**config.mk**
```make
export PLATFORM = sky130hd
export DESIGN_NAME = voice_mix_sequencer
export DESIGN_NICKNAME = d
export VERILOG_FILES = /design/src/rtl/voice_mix_sequencer_pkg.sv /design/src/rtl/voice_mix_sequencer_saturate.sv /design/src/rtl/voice_mix_sequencer.sv
export SDC_FILE = /design/constraint.sdc
export NUM_CORES = 1
export LEC_CHECK = 0
export ABC_CLOCK_PERIOD_IN_PS = 27000
export CAP_MARGIN = 0
export CORE_UTILIZATION = 35
export CTS_BUF_LIST = sky130_fd_sc_hd__clkbuf_4
export CTS_CLUSTER_DIAMETER = 150
export DETAILED_ROUTE_END_ITERATION = 10
export PLACE_DENSITY_LB_ADDON = 0.25
export SLEW_MARGIN = 30
export SYNTH_ARGS = -nofsm -noshare
export SYNTH_HDL_FRONTEND = slang
export SYNTH_SLANG_ARGS = --single-unit
export TNS_END_PERCENT = 5
```
**constraint.sdc**
```tcl
create_clock -name ctl_clk -period 27 [get_ports ctl_clk]
set_input_delay 5.4 -clock ctl_clk [delete_from_list [all_inputs] [get_ports ctl_clk]]
set_output_delay 5.4 -clock ctl_clk [all_outputs]
set_load 0.05 [all_outputs]
```
**src/rtl/voice_mix_sequencer_pkg.sv**
```systemverilog
// Shared definitions for the voice mixing path: FSM encodings and default widths
// reused by the envelope and mixer stages.
package voice_mix_sequencer_pkg;

    localparam int DEF_SAMPLE_WIDTH = 16;
    localparam int DEF_C_WIDTH      = 32;
    localparam int DEF_NUM_VOICES   = 8;
    // Gains are unsigned Q0.16, so the scaled sample sits this far up the product.
    localparam int GAIN_FRAC_BITS   = 16;

    typedef enum logic [2:0] {
        ST_IDLE   = 3'd0,
        ST_SCAN   = 3'd1,
        ST_ISSUE  = 3'd2,
        ST_WAIT   = 3'd3,
        ST_OUTPUT = 3'd4
    } mix_state_t;

endpackage

```
**src/rtl/voice_mix_sequencer_saturate.sv**
```systemverilog
// Combinational signed clamp from the accumulator width down to sample width,
// flagging when the value had to be clipped.
module mix_saturate
    import voice_mix_sequencer_pkg::*;
#(
    parameter int IN_W  = DEF_SAMPLE_WIDTH + 4,
    parameter int OUT_W = DEF_SAMPLE_WIDTH
) (
    input  logic [IN_W-1:0]  din,
    output logic [OUT_W-1:0] dout,
    output logic             clip
);

    logic [IN_W-OUT_W:0] upper;

    // The value fits when every bit from the output sign bit upward agrees.
    assign upper = din[IN_W-1:OUT_W-1];

    always_comb begin
        clip = !((&upper) || !(|upper));
        if (!clip) begin
            dout = din[OUT_W-1:0];
        end else if (din[IN_W-1]) begin
            dout = {1'b1, {(OUT_W-1){1'b0}}};
        end else begin
            dout = {1'b0, {(OUT_W-1){1'b1}}};
        end
    end

endmodule

```
**src/rtl/voice_mix_sequencer.sv**
```systemverilog
// Scales each enabled voice by its gain through the shared multiplier, one voice
// at a time, and emits one saturated signed mix sample per request.
module voice_mix_sequencer
    import voice_mix_sequencer_pkg::*;
#(
    parameter int C_WIDTH      = DEF_C_WIDTH,
    parameter int SAMPLE_WIDTH = DEF_SAMPLE_WIDTH,
    parameter int NUM_VOICES   = DEF_NUM_VOICES
) (
    input  logic                               ctl_clk,
    input  logic                               reset,
    input  logic                               start,
    input  logic [NUM_VOICES*SAMPLE_WIDTH-1:0] samples_in,
    input  logic [NUM_VOICES*SAMPLE_WIDTH-1:0] gains_in,
    input  logic [NUM_VOICES-1:0]              voice_en,
    output logic [C_WIDTH-1:0]                 mul_a,
    output logic [C_WIDTH-1:0]                 mul_b,
    output logic                               mul_trigger,
    input  logic                               mul_ready,
    input  logic                               mul_done,
    input  logic [C_WIDTH-1:0]                 mul_y,
    output logic [SAMPLE_WIDTH-1:0]            mix_out,
    output logic                               mix_valid,
    output logic                               clip,
    output logic                               busy
);

    localparam int SW    = SAMPLE_WIDTH;
    localparam int IDX_W = (NUM_VOICES > 1) ? $clog2(NUM_VOICES) : 1;
    localparam int ACC_W = SW + $clog2(NUM_VOICES) + 1;
    localparam logic [IDX_W-1:0] LAST_IDX = IDX_W'(NUM_VOICES - 1);
    localparam logic [SW:0]      MAG_ONE  = 1;

    mix_state_t                state;
    logic [IDX_W-1:0]          idx;
    logic signed [ACC_W-1:0]   acc;
    logic signed [ACC_W-1:0]   acc_upd;
    logic signed [ACC_W-1:0]   term;
    logic [NUM_VOICES*SW-1:0]  samples_q;
    logic [NUM_VOICES*SW-1:0]  gains_q;
    logic [NUM_VOICES-1:0]     en_q;
    logic [SW-1:0]             cur_sample;
    logic [SW-1:0]             cur_gain;
    logic [SW:0]               cur_mag;
    logic [SW-1:0]             prod_p;
    logic                      take_done;
    logic                      last_voice;
    logic [SW-1:0]             sat_out;
    logic                      sat_clip;
    logic                      unused_y;

    assign cur_sample = samples_q[idx*SW +: SW];
    assign cur_gain   = gains_q[idx*SW +: SW];
    // One extra bit so |-2^(SW-1)| is representable as an unsigned magnitude.
    assign cur_mag    = cur_sample[SW-1] ? (~{1'b1, cur_sample} + MAG_ONE)
                                         : {1'b0, cur_sample};
    assign prod_p     = mul_y[GAIN_FRAC_BITS +: SW];
    assign unused_y   = ^mul_y;
    assign last_voice = (idx == LAST_IDX);

    // Multiplier handshake: a trigger pulse is only raised from ISSUE while mul_ready
    // is high; operands stay stable until the result is taken; mul_done counts only
    // in a cycle after the trigger pulse, and only while WAIT is pending.
    assign take_done  = (state == ST_WAIT) && mul_done && !mul_trigger;

    always_comb begin
        term    = $signed({{(ACC_W-SW){1'b0}}, prod_p});
        acc_upd = acc;
        if (take_done) begin
            acc_upd = cur_sample[SW-1] ? (acc - term) : (acc + term);
        end
    end

    mix_saturate #(
        .IN_W  (ACC_W),
        .OUT_W (SW)
    ) u_sat (
        .din  (acc_upd),
        .dout (sat_out),
        .clip (sat_clip)
    );

    always_ff @(posedge ctl_clk or posedge reset) begin
        if (reset) begin
            state       <= ST_IDLE;
            idx         <= '0;
            acc         <= '0;
            samples_q   <= '0;
            gains_q     <= '0;
            en_q        <= '0;
            mul_a       <= '0;
            mul_b       <= '0;
            mul_trigger <= 1'b0;
            mix_out     <= '0;
            mix_valid   <= 1'b0;
            clip        <= 1'b0;
            busy        <= 1'b0;
        end else begin
            mul_trigger <= 1'b0;
            mix_valid   <= 1'b0;
            case (state)
                ST_IDLE: begin
                    if (start) begin
                        samples_q <= samples_in;
                        gains_q   <= gains_in;
                        en_q      <= voice_en;
                        acc       <= '0;
                        idx       <= '0;
                        busy      <= 1'b1;
                        state     <= ST_SCAN;
                    end
                end
                ST_SCAN: begin
                    if (en_q[idx]) begin
                        mul_a <= {{(C_WIDTH-SW-1){1'b0}}, cur_mag};
                        mul_b <= {{(C_WIDTH-SW){1'b0}}, cur_gain};
                        state <= ST_ISSUE;
                    end else if (last_voice) begin
                        mix_out   <= sat_out;
                        clip      <= sat_clip;
                        mix_valid <= 1'b1;
                        state     <= ST_OUTPUT;
                    end else begin
                        idx <= idx + 1'b1;
                    end
                end
                ST_ISSUE: begin
                    if (mul_ready) begin
                        mul_trigger <= 1'b1;
                        state       <= ST_WAIT;
                    end
                end
                ST_WAIT: begin
                    if (take_done) begin
                        acc <= acc_upd;
                        if (last_voice) begin
                            mix_out   <= sat_out;
                            clip      <= sat_clip;
                            mix_valid <= 1'b1;
                            state     <= ST_OUTPUT;
                        end else begin
                            idx   <= idx + 1'b1;
                            state <= ST_SCAN;
                        end
                    end
                end
                ST_OUTPUT: begin
                    busy  <= 1'b0;
                    state <= ST_IDLE;
                end
                default: state <= ST_IDLE;
            endcase
        end
    end

endmodule

```
==> metrics.md, run 1 <==
| Metric | Value |
|---|---|
| Status | finished clean |
| Total CTS buffers | 97 |
| NetSw | between 1 and 1.5 mW |
| Clk pwr share | 0.178 |
| Synthesized area per cell | a little over 9 um2 |
| Die area | 49140 um2 |
| Initial antenna violation count | 7 |
| Reg2Reg Setup Slack | 21.43 ns |
| Ys async rst share | 1.000 |
| Reg2Reg Capture Point | mix_out[8]$_DFFE_PP0P_ |
| Final Worst Setup Slack | around 18 ns |
| Hold Buf Count CTS | 0 |
| CTS tree | done |
| Final Max Slew Viols | 0 |
| Final TNS setup | 0 ns |
| Worst hold-check path type | reg -> reg |
| DR vias/cell | 4.870 |
| GR Overflow Total | 0 |
| FF-to-FF path depth | 15 |
| Sequential area share after synthesis | 0.5082 |
| Final Hold Fails | 0 |
| DRC Markers | 0 |
| Initial DRC count | around 800 |
| Final net count | 2490 |
| Cell internal pwr | ~1.6 mW |
| Largest net degree at the start of global routing | between 200 and 250 |
| Sw frac | 0.4263 |
| Reg power frac | 0.325 |
| Final Cycle Share | 0.3505 |
| Worst reg2reg startpoint | idx[0]$_DFFE_PP0P_ |
| Mapped Area | between 15000 and 20000 um2 |
| CP Class | in -> reg |
| RD Place Congestion | 0.8476 |
| Number of flops mapped to enable cells by yosys | 0 |
| PD cells | 124.3 nW/um2 |
| Clock Latency Late Sink | roughly 0.8 ns |
| Primary FF master, synth | dfrtp_1 |
| #FFs+latches synth | roughly 340 |
| # H-tree levels | 3 |
| Initial Util | 0.3545 |
| Max transition margin | 0.3851 |
| Unrepaired setup endpoints after global routing | false |
| Total number of vias | between 10k and 15k |
| VDD IR max | 51.46 uV |
| Arrival @ worst endpoint | around 10 ns |
| Mapped Cells | about 1.8k |
| Capture point of the worst path | mix_out[8]$_DFFE_PP0P_ |
| DPL Wire Length | 33430 um |
| Comb pwr share | 0.497 |
| Final setup vio count | 0 |
| Max cap viols | 0 |
| # rows | 80 |
| Post-route ant nets | 0 |
| 1st-pass router iterations | 4 |
| Die height | around 220 um |
| Final wirelength | 49040 um |
| Critical Path Start | mul_y[20] |
| Vias in the first global route | 14.16k |
| Final Critical Period | 9.465 ns |
| Worst path required time | approximately 28 ns |
| Startpoint types | primary input |
| Core ar. | around 48000 um2 |
| Port bufs | roughly 340 |
| Post-CTS setup buffer count | 0 |
| Leak | 10.67 nW |
| Total GRT Usage | 0.2026 |
| Clk_skew | 0.03317 ns |
| Clock slew at reported path FFs | about 0.060 ns |
| Most frequent cells in the layout | nand2_1 (872), dfrtp_1 (340), clkdlybuf4s50_1 (337) |
| Global-route wire length before repair | approximately 78000 um |
| Worst Max-Slew Pin Slew | ~0.92 ns |
| Clk buf depth | 3 |
| Root buf cell | clkbuf_4 |
| CTS resizes | 0 |
| Yosys cell types | 70 |
| Layout cell share with drive strength beyond 1 | 0.1211 |
| Most common cell after layout, fill and taps aside | nand2_1 |
| CP max FO | 16 |
| Clock sinks | 343 |
| Ys Warns | 0 |
| Num ports | around 390 |
| Endpoint class of the critical path | flop |
| Fmax | 105.7 MHz |
| WL/cell | 17.15 um |
| Place WS | 16.75 ns |
| Die Width | 221.7 um |
| Area grow syn2layout | 30.02% |
## power by group through the flow
stage / clock [mW] / combinational [mW] / sequential [mW]
after floorplan: 0 / 0.916 / 0.948
after global placement: 0 / 1.34 / 0.884
after detailed placement: 0 / 1.36 / 0.896
after CTS: 0.507 / 1.37 / 0.888
after global routing: 0.533 / 1.50 / 0.918
final: 0.486 / 1.36 / 0.887
## critical path: stages
cell and delay, ns:
clkdlybuf4s50_1 0.49, or4_4 0.54, nor3_1 0.32, nand2_1 0.21, o21ai_0 0.24, xor2_1 0.18
ha_1 0.33, nand4_1 0.16, nor2_1 0.07, a2111oi_1 0.44, a21oi_1 0.19, o21a_1 0.23
o31ai_4 0.27, nand4_2 0.54, o31ai_1 0.46, a21o_1 0.12
## registers in the layout (all words and copies together) (netlist names), 3 cells and up
name,cells
gains_q,128
acc,20
mix_out,16
idx,3
samples_q,128
state,3
mul_b,16
mul_a,17
en_q,8
## worst min-delay path by stage
stage,start,to,slack [ns],cells past startpoint
2_1_floorplan,en_q[2]$_DFFE_PP0P_,en_q[2]$_DFFE_PP0P_,0.44,2
3_3_place_gp,samples_q[16]$_DFFE_PP0P_,samples_q[16]$_DFFE_PP0P_,0.45,2
3_5_place_dp,gains_q[75]$_DFFE_PP0P_,gains_q[75]$_DFFE_PP0P_,0.46,2
4_1_cts,gains_q[75]$_DFFE_PP0P_,gains_q[75]$_DFFE_PP0P_,0.47,2
5_1_grt,gains_q[71]$_DFFE_PP0P_,gains_q[71]$_DFFE_PP0P_,0.49,2
6_report,gains_q[111]$_DFFE_PP0P_,gains_q[111]$_DFFE_PP0P_,0.47,2
## metrics by stage
step	std cells	power [mW]	util	area [um2]	hold WS, ns
after floorplan	1849	1.864	-	17000	0.4403
after global placement	2678	2.219	0.4328	20620	0.4522
after detailed placement	2680	2.259	0.4337	20660	0.4566
after CTS	2851	2.765	0.4599	21910	0.4723
after global routing	2859	2.951	0.4609	21960	0.4877
final	2859	2.730	0.4609	21960	0.4676
## kinds of logic after synthesis
family          synth area share
mux                       0.1114
xor+xnor                 0.02015
compound gates           0.06430
simple gates              0.2342
other cells            0.0002220
buf+inv                  0.04326
flops                     0.5082
fa+ha+maj                0.01822
## synthesized netlist by cell type (8+ instances only)
cell      number  area, um2
a21oi_1       37      185.2
a221o_1       14      140.1
buf_1          8      30.03
buf_2         11      55.05
buf_4         33      247.7
clkbuf_1      80      300.3
dfrtp_1      343       8583
ha_1          23      287.8
inv_1         15      56.30
mux2i_1       37      370.4
mux4_2        66       1486
nand2_1      873       3277
nor2_1        42      157.7
nor3_1        21      105.1
o21ai_0       47      235.2
o21ai_1       15      75.07
xnor2_1       17      148.9
xor2_1        20      175.2
## final cells by class
cell class / count / area [um2]
multi-input combinational: 1354 / 7701
tap: 615 / 769.5
timing repair buffer: 352 / 3558
sequential: 343 / 8589
antenna: 7 / 17.52
clock buffer: 149 / 1119
clock inverter: 22 / 130.1
inverter: 17 / 76.32
fill: 4642 / 25680
## per-layer routing
| layer | up-vias | GRT usage | wire (um) |
|---|---|---|---|
| met3 | 66 | 0.04691 | 3050 |
| met1 | 6771 | 0.2732 | 22210 |
| li1 | 6676 | - | - |
| met4 | 0 | 0.08333 | 1197 |
| met5 | - | 0 | 0 |
| met2 | 410 | 0.3141 | 22580 |
Note: power is estimated with default switching activity, not from simulation.
==> run 2: changes to the inputs <==
--- a/config.mk
+++ b/config.mk
@@ -5,7 +5,7 @@
 export SDC_FILE = /design/constraint.sdc
 export NUM_CORES = 1
 export LEC_CHECK = 0
-export ABC_CLOCK_PERIOD_IN_PS = 27000
+export ABC_CLOCK_PERIOD_IN_PS = 7700
 export CAP_MARGIN = 0
 export CORE_UTILIZATION = 35
 export CTS_BUF_LIST = sky130_fd_sc_hd__clkbuf_4
==> constraint.sdc (replaced) <==
create_clock -name ctl_clk -period 7.7 [get_ports ctl_clk]
set_input_delay 1.54 -clock ctl_clk [delete_from_list [all_inputs] [get_ports ctl_clk]]
set_output_delay 1.54 -clock ctl_clk [all_outputs]
set_load 0.05 [all_outputs]
==> run 2 against run 1 <==
  * Combinational power increased to 3.5 times the previous value
  * First-iteration DRC count increased by 15%
  * Register-to-register slack got worse by 19 ns
  * Non-clock buffer count increased by 1
  * Global-route usage increased by 0.21 points
  * Cell area increased by 0.19%
  * Die area unchanged
  * Critical path depth unchanged
  * Clock-buffer cell count decreased by 8
  * Largest cell class unchanged
==> metrics.md, run 2 (synthesized netlist as in run 1, its figures left out) <==
| Metric | Value |
|---|---|
| DR vias/cell | 4.863 (-0.14%) |
| Final Worst Setup Slack | 2.105 ns (-15.43 ns) |
| Worst hold-check path type | reg -> reg |
| Layout cell share with drive strength beyond 1 | 0.1181 (-0.003048) |
| DPL Wire Length | 33670 um (+0.70%) |
| Clock slew at reported path FFs | 0.06 ns (about the same) |
| Startpoint types | primary input |
| Hold Path Stages | 2 (unchanged) |
| CTS resizes | 0 (unchanged) |
| Most common cell after layout, fill and taps aside | nand2_1 |
| Die height | 221.7 um (unchanged) |
| VDD IR max | 188.8 uV (+270%) |
| WL/cell | 17.26 um (+0.62%) |
| Core Util, Final | 0.4618 (+0.0008930) |
| Core ar. | 47650 um2 (unchanged) |
| Place WS | 1.316 ns (-15.43 ns) |
| Largest regs | gains_q (128), samples_q (128), acc (20) |
| Num ports | 385 (unchanged) |
| Endpoint class of the critical path | flop |
| Final Hold Fails | 0 (unchanged) |
| Initial Util | 0.3545 (unchanged) |
| Unrepaired setup endpoints after global routing | false |
| CP Class | in -> reg |
| Total number of vias | 13.86k (-0.49%) |
| Max cap viols | 0 (unchanged) |
| # rows | 80 (unchanged) |
| Final TNS setup | 0 ns (unchanged) |
| Global-route wire length before repair | 78360 um (+0.95%) |
| Total GRT Usage | 0.2047 (+0.002108) |
| Leak | 10.68 nW (about the same) |
| 1st-pass router iterations | 5 (+1) |
| Post-CTS setup buffer count | 0 (unchanged) |
| Final net count | 2490 (unchanged) |
| Final Cycle Share | 0.7266 |
| Clock sinks | 343 (unchanged) |
| Max transition margin | 0.3430 (-0.04204) |
| DRC Markers | 0 (unchanged) |
| CP max FO | 16 (unchanged) |
| Area grow syn2layout | 30.28% |
| Final Critical Period | 5.595 ns |
| DP Area | 20680 um2 (about the same) |
| Final Max Slew Viols | 0 (unchanged) |
| Arrival @ worst endpoint | 6.32 ns (-3.89 ns) |
| Final wirelength | 49170 um (+0.27%) |
| Worst Max-Slew Pin Slew | 0.9855 ns (+0.06406 ns) |
| Pwr Total | 9.617 mW (+250%) |
| Clk buf depth | 3 (unchanged) |
| Post-route ant nets | 0 (unchanged) |
| Die Width | 221.7 um (unchanged) |
| Fmax | 178.7 MHz |
| Status | finished clean |
| # H-tree levels | 3 (unchanged) |
| Clock Latency Late Sink | 0.80 ns (about the same) |
| Worst path required time | 8.43 ns (-19.32 ns) |
| Most frequent cells in the layout | nand2_1 (872), dfrtp_1 (340), clkdlybuf4s50_1 (337) |
| Total CTS buffers | 96 (-1.0%) |
| RD Place Congestion | 0.8373 (-1.2%) |
| Initial DRC count | 918 (+15%) |
| Largest net degree at the start of global routing | 185 (-8.9%) |
| Clk_skew | 0.04970 ns (+0.01653 ns) |
| Hold Buf Count CTS | 0 (unchanged) |
| Fin area | 22000 um2 (+0.19%) |
| CTS tree | done |
| PD cells | 437.1 nW/um2 (+250%) |
| GR Overflow Total | 0 (unchanged) |
| Die area | 49140 um2 (unchanged) |
| Final setup vio count | 0 (unchanged) |
| Initial antenna violation count | 7 (unchanged) |
| Port bufs | 337 (unchanged) |
| Vias in the first global route | 14.30k (+1.0%) |
| Root buf cell | clkbuf_4 |
| FF-to-FF path depth | 14 (-1) |
[run 2: cell type report]
| cell class | count | area (um2) |
|---|---|---|
| multi-input combinational | 1354 | 7710 |
| antenna | 7 | 17.52 |
| timing repair buffer | 353 | 3603 |
| sequential | 343 | 8589 |
| clock buffer | 141 | 1059 |
| fill | 4627 | 25640 |
| inverter | 17 | 67.56 |
| tap | 615 | 769.5 |
| clock inverter | 19 | 187.7 |
[run 2: worst max-delay path, cell delays in order]
cell and delay [ns]:
clkdlybuf4s50_1 0.46, or4_4 0.57, nor3_1 0.31, nand2_1 0.20
o21ai_0 0.23, xor2_1 0.19, ha_1 0.33, nand4_1 0.16
nor2_1 0.06, a2111oi_1 0.46, a21oi_1 0.19, o21a_1 0.23
o31ai_4 0.27, nand4_2 0.53, a211oi_1 0.42, a221o_1 0.16
[run 2: final timing paths]
kind	start	to	slack (ns)
min reg2reg	samples_q[41]$_DFFE_PP0P_	samples_q[41]$_DFFE_PP0P_	0.47
max	mul_y[21]	mix_out[2]$_DFFE_PP0P_	2.10
min	samples_q[41]$_DFFE_PP0P_	samples_q[41]$_DFFE_PP0P_	0.47
max in group asynchronous	reset	mul_a[16]$_DFFE_PP0P_	4.95
min in group asynchronous	reset	samples_q[89]$_DFFE_PP0P_	1.24
max reg2reg	idx[0]$_DFFE_PP0P_	mix_out[2]$_DFFE_PP0P_	2.69
[run 2: report_power, final]
| part | switching, mW | internal [mW] |
|---|---|---|
| sequential | 0.438 | 2.62 |
| combinational | 2.84 | 1.97 |
| clock | 0.784 | 0.963 |
[run 2: stage by stage]
step                      hold slack, ns  instances
final                             0.4686       2849
after global routing              0.4887       2849
after CTS                         0.4730       2840
after detailed placement          0.4572       2680
after global placement            0.4531       2679
after floorplan                   0.4403       1849
[run 2: layer usage]
| metal | routed length (um) | track usage | vias to the layer above |
|---|---|---|---|
| li1 | - | - | 6691 |
| met1 | 22640 | 0.2773 | 6741 |
| met2 | 23010 | 0.3219 | 368 |
| met3 | 2488 | 0.04042 | 55 |
| met4 | 1035 | 0.08266 | 0 |
| met5 | 0 | 0 | - |
==> run 3: changes to the inputs <==
--- a/config.mk
+++ b/config.mk
@@ -5,7 +5,7 @@
 export SDC_FILE = /design/constraint.sdc
 export NUM_CORES = 1
 export LEC_CHECK = 0
-export ABC_CLOCK_PERIOD_IN_PS = 7700
+export ABC_CLOCK_PERIOD_IN_PS = 5300
 export CAP_MARGIN = 0
 export CORE_UTILIZATION = 35
 export CTS_BUF_LIST = sky130_fd_sc_hd__clkbuf_4
==> constraint.sdc (replaced) <==
create_clock -name ctl_clk -period 5.3 [get_ports ctl_clk]
set_input_delay 1.06 -clock ctl_clk [delete_from_list [all_inputs] [get_ports ctl_clk]]
set_output_delay 1.06 -clock ctl_clk [all_outputs]
set_load 0.05 [all_outputs]
==> run 3 against run 2 <==
  * Clock-buffer cell count up 1
  * Non-clock buffer count up 37
  * Clock skew increased by 0.014 ns
  * Sequential cell count unchanged
==> metrics.md, run 3 (synthesized netlist as in run 1, its figures left out) <==
| Metric | Value |
|---|---|
| Total number of vias | 14.00k (+1.0%) |
| Worst path required time | 6.01 ns (-2.42 ns) |
| Total GRT Usage | 0.2054 (+0.0007675) |
| VDD IR max | 274.9 uV (+46%) |
| Final Worst Setup Slack | 0.4848 ns (-1.620 ns) |
| Port bufs | 337 (unchanged) |
| WL/cell | 17.12 um (-0.82%) |
| Die area | 49140 um2 (unchanged) |
| Total CTS buffers | 96 (unchanged) |
| Filler cells | 4603 (-0.52%) |
| RD Place Congestion | 0.8320 (-0.63%) |
| # rows | 80 (unchanged) |
| Unrepaired setup endpoints after global routing | false |
| Initial Util | 0.3545 (unchanged) |
| Largest regs | gains_q (128), samples_q (128), acc (20) |
| Post-route ant nets | 0 (unchanged) |
| Max cap viols | 0 (unchanged) |
| CTS resizes | 0 (unchanged) |
| Global-route wire length before repair | 78650 um (+0.37%) |
| Hold Buf Count CTS | 0 (unchanged) |
| Endpoint class of the critical path | flop |
| Clk_skew | 0.06337 ns (+0.01367 ns) |
| DRC Markers | 0 (unchanged) |
| Final setup vio count | 0 (unchanged) |
| PD cells | 637.2 nW/um2 (+46%) |
| Area grow syn2layout | 32.12% |
| Die Width | 221.7 um (unchanged) |
| CTS tree | done |
| Most frequent cells in the layout | nand2_1 (872), dfrtp_1 (340), clkdlybuf4s50_1 (337) |
| Root buf cell | clkbuf_4 |
| Startpoint types | flop |
| DPL Wire Length | 34850 um (+3.5%) |
| DP Area | 20990 um2 (+1.5%) |
| Final Critical Period | between 4 and 5 ns |
| Place WS | -0.1927 ns (-1.509 ns) |
| Clk buf depth | 3 (unchanged) |
| Worst hold-check path type | reg -> reg |
| Clock Latency Late Sink | 0.84 ns (+0.04 ns) |
| Fmax | 207.7 MHz |
| Largest net degree at the start of global routing | 172 (-7.0%) |
| Final net count | 2527 (+1.5%) |
| Fin area | 22320 um2 (+1.4%) |
| Arrival @ worst endpoint | 5.53 ns (-0.79 ns) |
| Final TNS setup | 0 ns (unchanged) |
| Final Hold Fails | 0 (unchanged) |
| Vias in the first global route | 14.38k (+0.55%) |
| Final wirelength | 49690 um (+1.1%) |
| Status | finished clean |
| Most common cell after layout, fill and taps aside | nand2_1 |
| Die height | 221.7 um (unchanged) |
| GR Overflow Total | 0 (unchanged) |
| Clock sinks | 343 (unchanged) |
| Initial antenna violation count | 7 (unchanged) |
| Max transition margin | 0.3791 (+0.03605) |
| # H-tree levels | 3 (unchanged) |
| Post-CTS setup buffer count | 0 (unchanged) |
| Initial DRC count | 918 (unchanged) |
| Clock slew at reported path FFs | 0.06 ns (about the same) |
| CP Class | reg -> reg |
| Worst Max-Slew Pin Slew | 0.9304 ns (-0.05507 ns) |
| Layout cell share with drive strength beyond 1 | 0.1326 (+0.01453) |
| CP max FO | 18 (+2) |
| DR vias/cell | 4.821 (-0.86%) |
| Leak | 10.86 nW (+1.8%) |
| Core ar. | 47650 um2 (unchanged) |
| Num ports | 385 (unchanged) |
| Final Max Slew Viols | 0 (unchanged) |
| 1st-pass router iterations | 5 (unchanged) |
| Final Cycle Share | 0.9085 |
run 3: cell count changes in the layout (fill, tap and decap cells not counted), moves of 2 or more:
cell / before / now
clkinv_1: 11 / 22
buf_4: 9 / 42
diode_2: 7 / 11
bufinv_16: 4 / 2
buf_12: 4 / 9
buf_16: 3 / 1
clkinv_2: 1 / 3
run 3: worst paths after layout:
kind                                               start                   endpoint  slack, ns  cells after the start
max in group asynchronous                          reset        acc[18]$_DFFE_PP0P_       3.74                      4
worst min register to register  gains_q[110]$_DFFE_PP0P_   gains_q[110]$_DFFE_PP0P_       0.47                      2
worst max-delay path                  idx[0]$_DFFE_PP0P_     mix_out[6]$_DFFE_PP0P_       0.48                     15
worst max register to register        idx[0]$_DFFE_PP0P_     mix_out[6]$_DFFE_PP0P_       0.48                     15
worst min-delay path            gains_q[110]$_DFFE_PP0P_   gains_q[110]$_DFFE_PP0P_       0.47                      2
min in group asynchronous                          reset  samples_q[26]$_DFFE_PP0P_       0.62                      2
run 3: metal layers:
layer,share of wire,up-vias,track usage
li1,-,6755,-
met3,0.058,86,0.04479
met2,0.46,415,0.3186
met1,0.46,6740,0.2843
met5,0,-,0
met4,0.023,0,0.07101
run 3: critical path: stages, from the launching register on:
cell and delay, ns:
dfrtp_4 0.63, mux4_2 0.61, mux2i_2 0.16, buf_4 0.26, o31ai_1 0.13, xor2_1 0.16
ha_1 0.35, o211ai_1 0.35, a21boi_1 0.11, o21ai_1 0.13, a211oi_1 0.11, or4b_1 0.50
nand2_2 0.12, xor2_2 0.08, nor2_2 0.71, a221o_1 0.28
run 3: through the flow:
stage                     std cells  utilization  hold slack, ns  total power, mW
after floorplan                1849            -          0.4403            9.497
after global placement         2717       0.4404          0.4527            11.60
after detailed placement       2717       0.4405          0.4572            11.78
after CTS                      2890       0.4668          0.4718            14.36
after global routing           2903       0.4684          0.4892            15.37
final                          2903       0.4684          0.4664            14.22
run 3: area by class of cell:
cell class                      count  area [um2]  share of cell area
Clock inverter                     31       186.4            0.008354
Multi-Input combinational cell   1354        7701              0.3451
Inverter                           17       67.56            0.003028
Tap cell                          615       769.5             0.03448
Timing Repair Buffer              390        3908              0.1751
Sequential cell                   343        8589              0.3849
Antenna cell                       11       27.53            0.001234
Clock buffer                      142        1066             0.04777
run 3: report_power, final:
| part | internal (mW) | leakage [nW] | switching (mW) |
|---|---|---|---|
| Combinational | 3.06 | 5.81 | 4.19 |
| Clock | 1.33 | 0.741 | 1.17 |
| Sequential | 3.81 | 4.31 | 0.666 |
| Total | 8.19 | 10.9 | 6.03 |
